===== config.mk =====
export PLATFORM = sky130hd
export DESIGN_NAME = pipe_addsub
export DESIGN_NICKNAME = d
export VERILOG_FILES = /design/src/rtl/pipe_addsub.sv
export SDC_FILE = /design/constraint.sdc
export NUM_CORES = 1
export LEC_CHECK = 0
export CORE_UTILIZATION = 55
export DETAILED_ROUTE_END_ITERATION = 10
export PLACE_DENSITY = 0.8
export SYNTH_ARGS = -nofsm -noshare
export SYNTH_HDL_FRONTEND = slang
export SYNTH_SLANG_ARGS = --single-unit

===== constraint.sdc =====
create_clock -name clk -period 5.8 [get_ports clk]
set_input_delay 1.74 -clock clk [delete_from_list [all_inputs] [get_ports clk]]
set_output_delay 1.74 -clock clk [all_outputs]
set_load 0.05 [all_outputs]

===== src/rtl/pipe_addsub.sv =====
// Pipelined adder/subtractor: the carry chain is cut into STAGES equal segments,
// one per register stage, with an elastic valid/ready handshake at both ends.
module pipe_addsub #(
  parameter int WIDTH  = 32,
  parameter int STAGES = 4
) (
  input  logic             clk,
  input  logic             rst_n,
  input  logic             in_valid,
  output logic             in_ready,
  input  logic [WIDTH-1:0] A,
  input  logic [WIDTH-1:0] B,
  input  logic             C_in,
  input  logic             sub,
  output logic             out_valid,
  input  logic             out_ready,
  output logic [WIDTH-1:0] sum,
  output logic             C_out,
  output logic             overflow,
  output logic             zero
);

  localparam int SEG = WIDTH / STAGES;

  logic             advance;
  logic [WIDTH-1:0] beff;

  // The whole pipe moves as one: a stalled output freezes every stage, bubbles included.
  assign advance  = out_ready | ~out_valid;
  assign in_ready = advance;
  assign beff     = sub ? ~B : B;

  genvar k;
  generate
    for (k = 0; k < STAGES; k++) begin : g_stage
      localparam int LO = k * SEG;
      localparam int HI = LO + SEG - 1;

      logic [WIDTH-1:LO] a_src;
      logic [WIDTH-1:LO] b_src;
      logic              valid_src;
      logic              carry_src;
      logic [HI:0]       sum_next;
      logic [SEG:0]      seg_sum;

      logic              valid_q;
      logic              carry_q;
      logic [HI:0]       sum_q;

      if (k == 0) begin : g_src
        assign a_src     = A;
        assign b_src     = beff;
        assign valid_src = in_valid;
        assign carry_src = C_in;
        assign sum_next  = seg_sum[SEG-1:0];
      end else begin : g_src
        assign a_src     = g_stage[k-1].g_skew.a_q;
        assign b_src     = g_stage[k-1].g_skew.b_q;
        assign valid_src = g_stage[k-1].valid_q;
        assign carry_src = g_stage[k-1].carry_q;
        assign sum_next  = {seg_sum[SEG-1:0], g_stage[k-1].sum_q};
      end

      assign seg_sum = {1'b0, a_src[HI:LO]} + {1'b0, b_src[HI:LO]} + {{SEG{1'b0}}, carry_src};

      always_ff @(posedge clk) begin
        if (!rst_n) begin
          valid_q <= 1'b0;
          carry_q <= 1'b0;
          sum_q   <= '0;
        end else if (advance) begin
          valid_q <= valid_src;
          carry_q <= seg_sum[SEG];
          sum_q   <= sum_next;
        end
      end

      // Operand slices not yet added travel alongside the partial sum.
      if (k < STAGES - 1) begin : g_skew
        logic [WIDTH-1:HI+1] a_q;
        logic [WIDTH-1:HI+1] b_q;

        always_ff @(posedge clk) begin
          if (advance) begin
            a_q <= a_src[WIDTH-1:HI+1];
            b_q <= b_src[WIDTH-1:HI+1];
          end
        end
      end

      if (k == STAGES - 1) begin : g_flags
        logic ovf_q;
        logic zero_q;

        always_ff @(posedge clk) begin
          if (!rst_n) begin
            ovf_q  <= 1'b0;
            zero_q <= 1'b0;
          end else if (advance) begin
            ovf_q  <= (a_src[HI] == b_src[HI]) & (seg_sum[SEG-1] != a_src[HI]);
            zero_q <= (sum_next == '0);
          end
        end
      end
    end
  endgenerate

  assign out_valid = g_stage[STAGES-1].valid_q;
  assign sum       = g_stage[STAGES-1].sum_q;
  assign C_out     = g_stage[STAGES-1].carry_q;
  assign overflow  = g_stage[STAGES-1].g_flags.ovf_q;
  assign zero      = g_stage[STAGES-1].g_flags.zero_q;

endmodule


Yosys cells after proc, flatten, opt, wreduce, memory -nomap -nowiden

Index checks and enable logic that the tools add are counted.

Mux-type cells: 1
Equal/unequal tests: 2
$add $sub $neg: 8
Reduce and logical (&&, ||, !) cells: 1
Bitwise logic cells: 4

Operator list:

| operator             | number |
|---|---|
| adder 8 x 8 -> 9 bit | 4 |
| adder 9 x 1 -> 9 bit | 4 |
| zero test 32 bit     | 1 |
| two-way mux 32 bit   | 1 |
| inverter 32 bit      | 1 |
| AND 1 bit            | 1 |
| equality test 1 bit  | 1 |
| != test 1 bit        | 1 |
| inverter 1 bit       | 1 |
| bitwise OR 1 bit     | 1 |

Output and inout port bits: 37
Register bits after elaboration: 186

Logic depth before layout (Yosys ltp)

Depth in word-level cells: 4
Mapped depth: 11

Least setup slack after synthesis

OpenSTA, ideal clock, no wires.

Kind: input to output
Start: input port out_ready
End: output port in_ready
Arrival: 3.615 ns
Stages: 5
Setup slack: 0.445 ns
Cells stage by stage: nor2b_1 clkbuf_1 inv_2 buf_2 buf_2

Longest elaborated chain between the ends: 1

RTL lines:

| element            | RTL line | source |
|---|---|---|
| start: declaration | 16       | `input logic out_ready,` |
| bitwise OR 1 bit   | 29       | `assign advance = out_ready \| ~out_valid;` |
| end: declaration   | 10       | `output logic in_ready,` |

Every way passes these cells.

Final worst setup path

Ends and elaborated chain as after synthesis.

==> flow_metrics.py <==
metrics = {
    "final_layout": {
        "drive_gt1_frac": 0.0563,
        "final_cells": 962,
        "antenna_cells_inserted": 0,
        "nets": 875,
        "areaGrowthSynthToFinish_pct": 23.4,
        "final_core_util": 0.695,
    },
    "floorplan": {
        "dieArea_mm2": 0.0147,
        "die_y_um": 121,
        "rows": 43,
        "io_pins": 107,
        "initial_core_util": 0.564,
        "core-area_mm2": 0.0139,
        "die_w_um": 121,
    },
    "worst_setup_path": {
        "slowest_delay_ps": 510,
        "critPathLaunchType": "input pin",
        "slowest_stage": "clkdlybuf4s50_1",
        "arrival_ps": 2900,
        "path_delay_family": "buffers and inverters",
        "required_ps": 4060,
        "critPathBufInv": 3,
        "crit_path_cell_trace": "clkdlybuf4s50_1, nor2b_4, inv_6, buf_4",
        "cp_max_fo": 51,
        "end_kind": "output port",
        "path_class": "input pin to output port",
    },
    "drt": {
        "drc": 0,
        "drt_pass1_iterations": 4,
        "ant_nets": 0,
        "postRouteWirelength_um": 14700,
        "wl_per_cell_um": 15.3,
        "dr_total_vias": 5171,
        "drt_iter0_drc": 425,
        "viasPerCell": 5.38,
    },
    "place": {
        "dp.cells": 930,
        "io_buffer_count": 106,
        "hpwl_um": 9860,
        "place.gp.congestion": 0.844,
    },
    "synth": {
        "synth_common_cells": "134 x nand2_1, 96 x edfxtp_1, 90 x dfxtp_1",
        "seq_area_frac_synth": 0.599,
        "ys_warn_count": 0,
        "synthFlopType": "edfxtp_1",
        "synth_top_cell_by_area": "edfxtp_1",
        "netlist_top_cells_area": "edfxtp_1 37%, dfxtp_1 23%, nand2_1 6.4%, ha_1 4.5%, a21boi_1 4.4%",
        "ys_ff_latch": 186,
        "synth_cell_types": 49,
        "yosys.area.top_type_share": 0.368,
        "synth_edf_count": 96,
        "syn_area_mm2": 0.00783,
        "synthCells": 675,
        "ys_async_sr_fraction": 0,
        "syn_area_per_cell_um2": 11.6,
        "yosysMostFrequentCell": "nand2_1",
        "synthesis.nets": 781,
    },
    "sta": {
        "worst_slew_pin_slew_ps": 922,
        "grt_setup_unrepaired": "false",
        "fin_crit_sh": 0.800,
        "final-hold-violation-count": 0,
        "relSlewSlack": 0.386,
        "drv_slew": 0,
        "fin_crit_ps": 4640,
        "fin_setup_tns_ps": 0,
        "fin_skew_ps": 6.75,
        "setup_viol": 0,
        "fmax_mhz": 216,
    },
    "cts": {
        "cts_buffer_depth": 2,
        "cts_resized": 0,
        "hold_buffers": 0,
        "clkTransAtPathRegs_ps": 70,
        "htreeDepth": 4,
        "cts-buffers-inserted": 17,
        "post_cts_buffers": 0,
        "root_buffer": "clkbuf_16",
        "clock_latency_ps": 420,
        "cts_tree": "built",
        "cts_sinks": 186,
    },
    "power_and_ir_drop": {
        "ir_drop_mv": 0.216,
        "internal_power_mw": 2.56,
        "p_per_area_mw_per_mm2": 356,
        "pwr-share-clk": 0.370,
        "p_sw_frac": 0.254,
        "comb_power_share": 0.166,
        "p_leak_nw": 3.75,
        "p_sw_mw": 0.872,
        "seq_power_share": 0.464,
    },
    "global_routing": {
        "grt_max_degree": 87,
        "grt_pass1_wl_um": 23800,
        "grt-ovfl-total": 0,
        "grt_use_total": 0.214,
        "grt_antenna_before_repair": 0,
        "grt_pass1_vias": 4961,
    },
    "job": {
        "cap_violations": 0,
    },
    "run_status": {
        "status": "finished clean",
    },
    "worst_hold_path": {
        "hp-class": "register to register",
    },
}
-- layout make-up --
| type | instances | area, µm² |
|---|---|---|
| Timing Repair Buffer | 111 | 1090 |
| Inverter | 13 | 53.8 |
| Fill cell | 991 | 4230 |
| Tap cell | 180 | 225 |
| Clock inverter | 13 | 213 |
| Clock buffer | 19 | 443 |
| Sequential cell | 186 | 4680 |
| Multi-Input combinational cell | 440 | 2950 |
-- path summary, 6_finish.rpt --
check | to | slack [ps] | startpoint | depth (start not counted)
setup / recovery | in_ready | 1160 | out_ready | 4
hold / removal | g_stage[2].g_skew.b_q[28] | 420 | g_stage[1].g_skew.b_q[28] | 0
setup reg to reg | zero | 3120 | g_stage[2].g_skew.a_q[24] | 7
hold reg to reg | g_stage[2].g_skew.b_q[28] | 420 | g_stage[1].g_skew.b_q[28] | 0
-- flip-flops by register name, summed over array words and instances (netlist names) --
name and flops:
C_out 1, g_stage.carry_q 3, g_stage.g_skew.a_q 48, g_stage.g_skew.b_q 48
g_stage.sum_q 48, g_stage.valid_q 3, out_valid 1, overflow 1
sum 32, zero 1
-- cells by family after synthesis --
logic type / after synthesis / share of synthesized area
xor gates and xnor gates: 41 / 0.0459
adders and majority gates: 36 / 0.0652
and+or+nand+nor: 214 / 0.124
buffers and inverters: 49 / 0.0256
AOI/OAI and AO/OA: 149 / 0.141
DFF: 186 / 0.599
-- cell usage in the layout (no fill, tap or decap), types with 6 or more instances in the layout --
master / n
or3_1: 6
a21boi_1: 46
dfxtp_1: 90
a21boi_0: 18
clkdlybuf4s50_1: 103
nor2_1: 7
nand3b_1: 7
xor2_1: 35
inv_6: 6
edfxtp_1: 96
a21o_1: 11
fa_1: 8
nand2_1: 134
clkbuf_16: 17
o21ai_1: 9
buf_4: 6
xnor2_1: 6
nor3_1: 9
ha_1: 28
o21a_1: 14
o211ai_1: 6
o21ai_0: 6
o211a_1: 7
nand3_1: 23
inv_1: 12
-- per-stage QoR --
stage	power [mW]	setup WS (ps)	hold WS (ps)	instance area, µm²
final	3.43	1160	420	9650
after global routing	3.58	1110	423	9650
after CTS	3.46	1150	420	9650
after detailed placement	2.19	1160	405	9000
after global placement	2.16	1150	401	9000
after floorplan	1.99	445	400	7830
-- routing by layer --
layer / global-route usage / up-vias / part of all wire
li1: - / 2583 / -
met1: 0.273 / 2464 / 0.46
met2: 0.352 / 107 / 0.50
met3: 0.0479 / 17 / 0.032
met4: 0.0826 / 0 / 0.012
met5: 0 / - / 0
-- power groups by stage --
stage	clock (mW)	sequential [mW]	combinational (mW)
after CTS	1.29	1.59	0.572
after detailed placement	0	1.62	0.566
after global routing	1.35	1.61	0.626
after global placement	0	1.61	0.551
after floorplan	0	1.68	0.308
final	1.27	1.59	0.571
Note: power is estimated with default switching activity, not from simulation.
